### src/rtl/mul32_pkg.sv
// Shared types and constants for the sequential 32x32 multiplier controller.
package mul32_pkg;

   localparam int OP_W      = 32;
   localparam int LANE_W    = 8;
   localparam int NUM_LANES = 4;
   localparam int NUM_PP    = 16;
   localparam int IDX_W     = 4;

   typedef enum logic [1:0] {
      IDLE,
      MUL,
      DONE
   } state_t;

endpackage

### src/rtl/dadda8.sv
// 8x8 unsigned multiplier shared by the sequential controller; the partial-product
// rows are summed here and the reduction tree is left to synthesis.
module dadda8 (
   input  logic [7:0]  a,
   input  logic [7:0]  b,
   output logic [15:0] p
);

   always_comb begin
      p = '0;
      for (int i = 0; i < 8; i++) begin
         if (b[i]) p = p + ({8'b0, a} << i);
      end
   end

endmodule

### src/rtl/mul32_seq_ctrl.sv
// Sequential 32x32 unsigned multiplier: one dadda8 walks all 16 byte-pair products.
// Optional MUL32_ZERO_SKIP_EN finishes in one cycle when either operand is zero.
module mul32_seq_ctrl
   import mul32_pkg::*;
(
   input  logic                clk,
   input  logic                rst,
   input  logic                start,
   input  logic [OP_W-1:0]     a,
   input  logic [OP_W-1:0]     b,
   output logic                busy,
   output logic                done,
   output logic [2*OP_W-1:0]   product
);

   state_t                                state;
   logic [NUM_LANES-1:0][LANE_W-1:0]      a_reg;
   logic [NUM_LANES-1:0][LANE_W-1:0]      b_reg;
   logic [IDX_W-1:0]                      idx;
   logic [2*OP_W-1:0]                     acc;
   logic [LANE_W-1:0]                     a_byte;
   logic [LANE_W-1:0]                     b_byte;
   logic [2*LANE_W-1:0]                   pp;
   logic [2:0]                            lane_sum;
   logic [5:0]                            shamt;
   logic [2*OP_W-1:0]                     acc_next;

   // Low idx bits walk A bytes, high bits walk B bytes; weight is the sum of both lanes.
   assign a_byte   = a_reg[idx[1:0]];
   assign b_byte   = b_reg[idx[3:2]];
   assign lane_sum = {1'b0, idx[1:0]} + {1'b0, idx[3:2]};
   assign shamt    = {lane_sum, 3'b000};
   assign acc_next = acc + ({{(2*OP_W-2*LANE_W){1'b0}}, pp} << shamt);

   dadda8 u_dadda8 (
      .a (a_byte),
      .b (b_byte),
      .p (pp)
   );

   always_ff @(posedge clk) begin
      if (rst) begin
         state   <= IDLE;
         a_reg   <= '0;
         b_reg   <= '0;
         idx     <= '0;
         acc     <= '0;
         product <= '0;
         done    <= 1'b0;
         busy    <= 1'b0;
      end else begin
         case (state)
            IDLE, DONE: begin
               done  <= 1'b0;
               busy  <= 1'b0;
               state <= IDLE;
               if (start) begin
                  a_reg <= a;
                  b_reg <= b;
                  acc   <= '0;
                  idx   <= '0;
`ifdef MUL32_ZERO_SKIP_EN
                  if ((a == '0) || (b == '0)) begin
                     state   <= DONE;
                     done    <= 1'b1;
                     product <= '0;
                  end else begin
                     state <= MUL;
                     busy  <= 1'b1;
                  end
`else
                  state <= MUL;
                  busy  <= 1'b1;
`endif
               end
            end
            MUL: begin
               acc <= acc_next;
               idx <= idx + 1'b1;
               if (idx == IDX_W'(NUM_PP - 1)) begin
                  product <= acc_next;
                  state   <= DONE;
                  done    <= 1'b1;
                  busy    <= 1'b0;
               end
            end
            default: state <= IDLE;
         endcase
      end
   end

endmodule
### config.mk
export PLATFORM = sky130hd
export DESIGN_NAME = mul32_seq_ctrl
export DESIGN_NICKNAME = d
export VERILOG_FILES = /design/src/rtl/mul32_pkg.sv /design/src/rtl/dadda8.sv /design/src/rtl/mul32_seq_ctrl.sv
export SDC_FILE = /design/constraint.sdc
export NUM_CORES = 1
export LEC_CHECK = 0
export CAP_MARGIN = 15
export CORE_AREA = 3 3 234 236
export CTS_CLUSTER_DIAMETER = 50
export CTS_CLUSTER_SIZE = 25
export DETAILED_ROUTE_END_ITERATION = 6
export DIE_AREA = 0 0 237 239
export GPL_TIMING_DRIVEN = 0
export MAX_ROUTING_LAYER = met4
export PLACE_DENSITY_LB_ADDON = 0.08
export SETUP_SLACK_MARGIN = 0.2
export SKIP_CTS_REPAIR_TIMING = 1
export SYNTH_ARGS = -nofsm -noshare
export SYNTH_HDL_FRONTEND = slang
export SYNTH_SLANG_ARGS = --single-unit
### constraint.sdc
create_clock -name clk -period 12.85 [get_ports clk]
set_clock_uncertainty 0.2 [all_clocks]
set_input_delay 2.57 -clock clk [delete_from_list [all_inputs] [get_ports clk]]
set_output_delay 2.57 -clock clk [all_outputs]
set_load 0.01 [all_outputs]
==> flow_metrics.env, run 1 <==
export IMPL_outcome="finished, final reports clean"
export IMPL_fin_hold_ws_ps=255
export IMPL_synth_cell_area_mm2=0.0147
export IMPL_vias=15006
export IMPL_worstSkewPairLatency_ps=510
export IMPL_rows=84
export IMPL_io_buffers=131
export IMPL_place_congestion=0.934
export IMPL_syn_to_final_growth_pct=28.7
export IMPL_pin_count=133
export IMPL_mappedNetlistNets=2136
export IMPL_grt_pass1_vias=14355
export IMPL_async_flop_share_pct=0
export IMPL_die_w_um=237
export IMPL_yosysWarnings=0
export IMPL_clk_path_buf_depth=2
export IMPL_path_clk_slew_ps=80
export IMPL_hold_path_class="reg -> reg"
export IMPL_drt_pass1_iterations=5
export IMPL_final_nets=2345
export IMPL_die_area_mm2=0.0566
export IMPL_cp_end_kind="register"
export IMPL_min_from="a_reg[11]$_SDFFE_PP0P_"
export IMPL_antenna_found_initial=1
export IMPL_max_freq_mhz=81.3
export IMPL_met3_length_um=2780
export IMPL_dieHeight_um=239
export IMPL_drtIter0Drc=1009
export IMPL_setup_violations_final=0
export IMPL_routedWlPerCell_um=20.7
export IMPL_grt_overflow_total=0
export IMPL_startpoint="idx[2]$_SDFFE_PP0P_"
export IMPL_preCtsSetupSlack_ps=-2140
export IMPL_slew_headroom_pct=24.0
export IMPL_cp_max_fo=10
export IMPL_coreArea_mm2=0.0527
export IMPL_cts_tree="yes"
export IMPL_cts_buffers=17
export IMPL_cpMostUsedCell="ha_4"
export IMPL_place_hpwl_um=45700
export IMPL_grt_pass1_wl_um=86900
export IMPL_period_minus_slack_ps=12300
export IMPL_drc=0
export IMPL_cts_sinks=200
export IMPL_finalCritPeriodShare_pct=95.7
export IMPL_start_kind="register"
export IMPL_cp_slowest_stage_delay_ps=550
export IMPL_maxSlewViolCount=0
export IMPL_crit_required_ps=13040
export IMPL_top_layer="met4"
export IMPL_avgSynthCellArea_um2=7.58
export IMPL_start_util_pct=27.9
export IMPL_p_leak_nw=7.63
export IMPL_power_density_mw_per_mm2=83.0
export IMPL_fin_util_pct=36.0
export IMPL_yosysSeqAreaShare_pct=27.2
export IMPL_viasPerCell=5.26
export IMPL_worstPathArrival_ps=12490
export IMPL_path_class="reg -> reg"
export IMPL_ys_seq_elements=200
export IMPL_synthDistinctLibCells=75
export IMPL_m1WireLength_um=28400
export IMPL_layout_setup_ws_ps=553
export IMPL_root_buffer="clkbuf_16"
export IMPL_ir_worst_vdd_mv=0.0950
export IMPL_grt_max_degree=19
export IMPL_worst_pin_slew_ps=1110
export IMPL_synth_ff_type="dfxtp_1"
export IMPL_cp_slowest_cell="mux4_2"
export IMPL_reg2reg_from="idx[2]$_SDFFE_PP0P_"
export IMPL_synthCells=1941
export IMPL_hold_violations=0
export IMPL_rsz0062_at_grt="yes"
export IMPL_drive_gt1_share_pct=13.5
export IMPL_cts_max_level=4
export IMPL_wl_met2_um=26900
export IMPL_grtUsageTotal_pct=20.8
export IMPL_drv_cap=0
export IMPL_ant_nets=0
export IMPL_synth_edf_count=0
export IMPL_top_regs="acc: 64 flops, product: 64 flops"
export IMPL_wl_um=59000
==> metrics by stage <==
stage                     setup TNS, ps  power, W  std cells  cell area, um2
after floorplan                       0  0.000858       1941           14700
after global placement          -139830  0.000972       2760           16900
after detailed placement        -129680  0.000976       2765           16900
after CTS                       -138990   0.00154       2797           17500
after global routing                  0   0.00165       2852           18900
final                                 0   0.00157       2853           18900
==> cells in the mapped netlist, types with 22 or more instances <==
master      n  share of area (%)
nand2_1   347                8.9
xnor2_1    55                3.3
a22oi_1    42                2.1
ha_1      120                 10
inv_1      56                1.4
nand3_1    30                1.0
nor3_1     30                1.0
a21o_1     66                3.4
and2_1     22               0.94
o22ai_1    22               0.94
xor2_1     28                1.7
nor2_1    158                4.0
clkbuf_1   88                2.2
dfxtp_1   200                 27
o21ai_0    85                2.9
a21oi_1   224                7.6
==> cell usage in the layout (no fill, tap or decap), drive strengths merged, types with 16 or more instances in the layout <==
master	synthesis	routed
nand2	347	347
a21oi	224	224
dfxtp	200	200
nor2	158	158
clkdlybuf4s50	0	131
ha	120	120
clkbuf	88	104
o21ai	92	92
buf	23	85
a21o	66	66
inv	56	61
xnor2	55	55
a22oi	42	42
nand3	30	30
nor3	30	30
xor2	28	28
and2	23	23
o22ai	22	22
o21a	18	18
o21bai	18	18
a31oi	18	18
nor2b	16	16
mux2i	16	16
==> final cells by class <==
cell class	count	area (um2)
Timing Repair Buffer	190	1780
Tap cell	688	861
Fill cell	5588	33700
Antenna cell	2	5.00
Clock inverter	13	140
Buffer	111	487
Inverter	59	221
Clock buffer	19	433
Multi-Input combinational cell	1571	11000
Sequential cell	200	4010
==> critical path: cells and delay by family, from the launching register on <==
family	cells	cell delay (ps)
DFF	1	350
AOI/OAI and AO/OA	25	4510
muxes	2	860
adders and majority gates	9	2430
xor gates and xnor gates	2	220
and+or+nand+nor	14	2580
buffers and inverters	7	990
==> logic make-up (layout without fill, tap and decap cells) <==
| kind of cell | Yosys count | count (layout) | share of synthesized area, % |
|---|---|---|---|
| and+or+nand+nor | 705 | 705 | 21.3 |
| AOI/OAI and AO/OA | 616 | 616 | 26.8 |
| DFF | 200 | 200 | 27.2 |
| buffers and inverters | 170 | 392 | 4.46 |
| adders and majority gates | 128 | 128 | 11.3 |
| xor gates and xnor gates | 83 | 83 | 4.94 |
| muxes | 39 | 39 | 4.01 |
| other | 0 | 2 | 0 |
==> layer usage <==
layer	up-vias	track usage (%)
met5	-	-
met4	0	4.40
met3	59	3.96
met2	322	32.3
met1	7228	28.2
li1	7397	-
==> where the power goes <==
group	switching (W)	internal, W
logic	0.000226	0.000143
registers	0.0000100	0.000635
clock network	0.000286	0.000273
total	0.000522	0.00105
==> path summary, 6_finish.rpt <==
| check | end | slack (ps) | depth (start not counted) |
|---|---|---|---|
| max | acc[36]$_SDFFE_PP0P_ | 550 | 59 |
| min | a_reg[11]$_SDFFE_PP0P_ | 260 | 2 |
| max reg2reg | acc[36]$_SDFFE_PP0P_ | 550 | 59 |
| min reg2reg | a_reg[11]$_SDFFE_PP0P_ | 260 | 2 |
(Power assumes the default switching activity.)
==> run 2, diff against run 1 <==
--- a/config.mk
+++ b/config.mk
@@ -5,7 +5,6 @@
 export SDC_FILE = /design/constraint.sdc
 export NUM_CORES = 1
 export LEC_CHECK = 0
-export CAP_MARGIN = 15
 export CORE_AREA = 3 3 234 236
 export CTS_CLUSTER_DIAMETER = 50
 export CTS_CLUSTER_SIZE = 25
==> constraint.sdc (replaced) <==
create_clock -name clk -period 14.73 [get_ports clk]
set_clock_uncertainty 0.2 [all_clocks]
set_input_delay 2.946 -clock clk [delete_from_list [all_inputs] [get_ports clk]]
set_output_delay 2.946 -clock clk [all_outputs]
set_load 0.01 [all_outputs]
==> run 2 against run 1 <==
Net effect:
- power shrank 15%
- first-iteration DRC count grew 17%
- design area shrank 6.5%
- non-clock buffer count shrank 50
- flip-flop and latch count is the same
- setup slack gained 570 ps
- combinational power shrank 24%
- routed wire length shrank 1.7%
- hold slack lost 1.5 ps
- sequential power shrank 13%
- global-route usage is essentially flat
- utilization shrank 2.4 points
==> flow_metrics.env, run 2 (synthesized netlist as in run 1, its figures left out) <==
export IMPL_outcome="finished, final reports clean"
export IMPL_root_buffer="clkbuf_16"
export IMPL_finalCritPeriodShare_pct=92.4
export IMPL_clk_path_buf_depth=2
export IMPL_top_regs="acc: 64 flops, product: 64 flops"
export IMPL_hold_violations=0
export IMPL_coreArea_mm2=0.0527
export IMPL_cts_sinks=200
export IMPL_diodes=0
export IMPL_place_hpwl_um=45700
export IMPL_grt_max_degree=19
export IMPL_setup_violations_final=0
export IMPL_worstSkewPairLatency_ps=510
export IMPL_cpMostUsedCell="ha_1"
export IMPL_worst_pin_slew_ps=1330
export IMPL_final_cell_area_mm2=0.0177
export IMPL_drtIter0Drc=1181
export IMPL_placed_area_mm2=0.0169
export IMPL_io_buffers=131
export IMPL_cp_max_fo=10
export IMPL_cts_buffers=17
export IMPL_start_util_pct=27.9
export IMPL_fin_hold_ws_ps=254
export IMPL_hold_path_class="reg -> reg"
export IMPL_die_w_um=237
export IMPL_maxSlewViolCount=0
export IMPL_crit_required_ps=14920
export IMPL_reg2reg_slack_ps=1120
export IMPL_layout_commonest_cell="nand2_1"
export IMPL_viasPerCell=5.31
export IMPL_antenna_found_initial=0
export IMPL_drive_gt1_share_pct=5.40
export IMPL_routedWlPerCell_um=20.7
export IMPL_dieHeight_um=239
export IMPL_pin_count=133
export IMPL_wl_um=58000
export IMPL_drc=0
export IMPL_path_class="reg -> reg"
export IMPL_ant_nets=0
export IMPL_drv_cap=0
export IMPL_grtUsageTotal_pct=20.8
export IMPL_p_leak_nw=7.26
export IMPL_vias=14856
export IMPL_worstPathArrival_ps=13800
export IMPL_period_minus_slack_ps=13610
export IMPL_grt_overflow_total=0
export IMPL_rows=84
export IMPL_cp_slowest_stage_delay_ps=570
export IMPL_drt_pass1_iterations=6
export IMPL_cts_tree="yes"
export IMPL_rsz0062_at_grt="no"
export IMPL_start_kind="register"
export IMPL_syn_to_final_growth_pct=20.3
export IMPL_final_nets=2295
export IMPL_max_freq_mhz=73.5
export IMPL_cp_slowest_cell="mux4_2"
export IMPL_die_area_mm2=0.0566
export IMPL_ff2ff_path_depth=60
export IMPL_grt_pass1_vias=14464
export IMPL_slew_headroom_pct=10.5
export IMPL_layout_common_cells="nand2_1 (347), a21oi_1 (223), dfxtp_1 (200), nor2_1 (158), clkdlybuf4s50_1 (131)"
export IMPL_grt_pass1_wl_um=87500
export IMPL_power_density_mw_per_mm2=75.9
export IMPL_whs_path_depth=2
export IMPL_place_congestion=0.934
export IMPL_path_clk_slew_ps=80
export IMPL_cts_max_level=4
export IMPL_ir_worst_vdd_mv=0.0811
export IMPL_cp_end_kind="register"
==> run 2: cell types whose count changed in the layout (fill, tap and decap cells not counted), sizes merged <==
cell	before	now
clkbuf	104	107
clkinv	7	8
diode	2	0
clkinvlp	3	1
bufinv	1	2
buf	85	31
==> run 2: worst paths after layout <==
check                           startpoint                        to
setup / recovery       idx[2]$_SDFFE_PP0P_      acc[36]$_SDFFE_PP0P_
hold / removal    product[50]$_SDFFE_PP0P_  product[50]$_SDFFE_PP0P_
hold reg to reg   product[50]$_SDFFE_PP0P_  product[50]$_SDFFE_PP0P_
setup reg to reg       idx[2]$_SDFFE_PP0P_      acc[36]$_SDFFE_PP0P_
==> run 2: per-stage QoR <==
stage                     setup TNS, ps  utilization [%]  power (W)  setup slack [ps]  instances
after global routing                  0             33.6    0.00141               211       2800
after floorplan                       0                -   0.000748              2590       1941
final                                 0             33.6    0.00134              1120       2800
after detailed placement          -3740             32.1   0.000850              -431       2761
after global placement            -4780             32.1   0.000848              -481       2760
after CTS                         -6650             33.2    0.00136              -540       2792
==> run 2: final cells by class <==
type	instances	area (um2)
Buffer	111	443
Clock buffer	18	429
Clock inverter	13	161
Fill cell	5642	35000
Inverter	59	221
Multi-Input combinational cell	1571	10200
Sequential cell	200	4000
Tap cell	688	861
Timing Repair Buffer	140	1380
==> run 2: report_power, final <==
| group | switching, W | internal (W) |
|---|---|---|
| clock | 0.000246 | 0.000254 |
| sequential | 0.00000869 | 0.000554 |
| combinational | 0.000180 | 0.000100 |
==> run 2: worst max-delay path, delay by kind of cell (launching register included) <==
family,cells,cell delay (ps)
xor gates and xnor gates,2,300
DFF,1,380
muxes,1,570
and+or+nand+nor,18,3500
AOI/OAI and AO/OA,23,4710
buffers and inverters,7,1150
adders and majority gates,9,2650
==> run 2: per-layer routing <==
metal	wire, um	global-route usage (%)
met1	28200	28.7
met2	26400	32.8
met3	2570	2.83
met4	816	4.32
met5	0	-
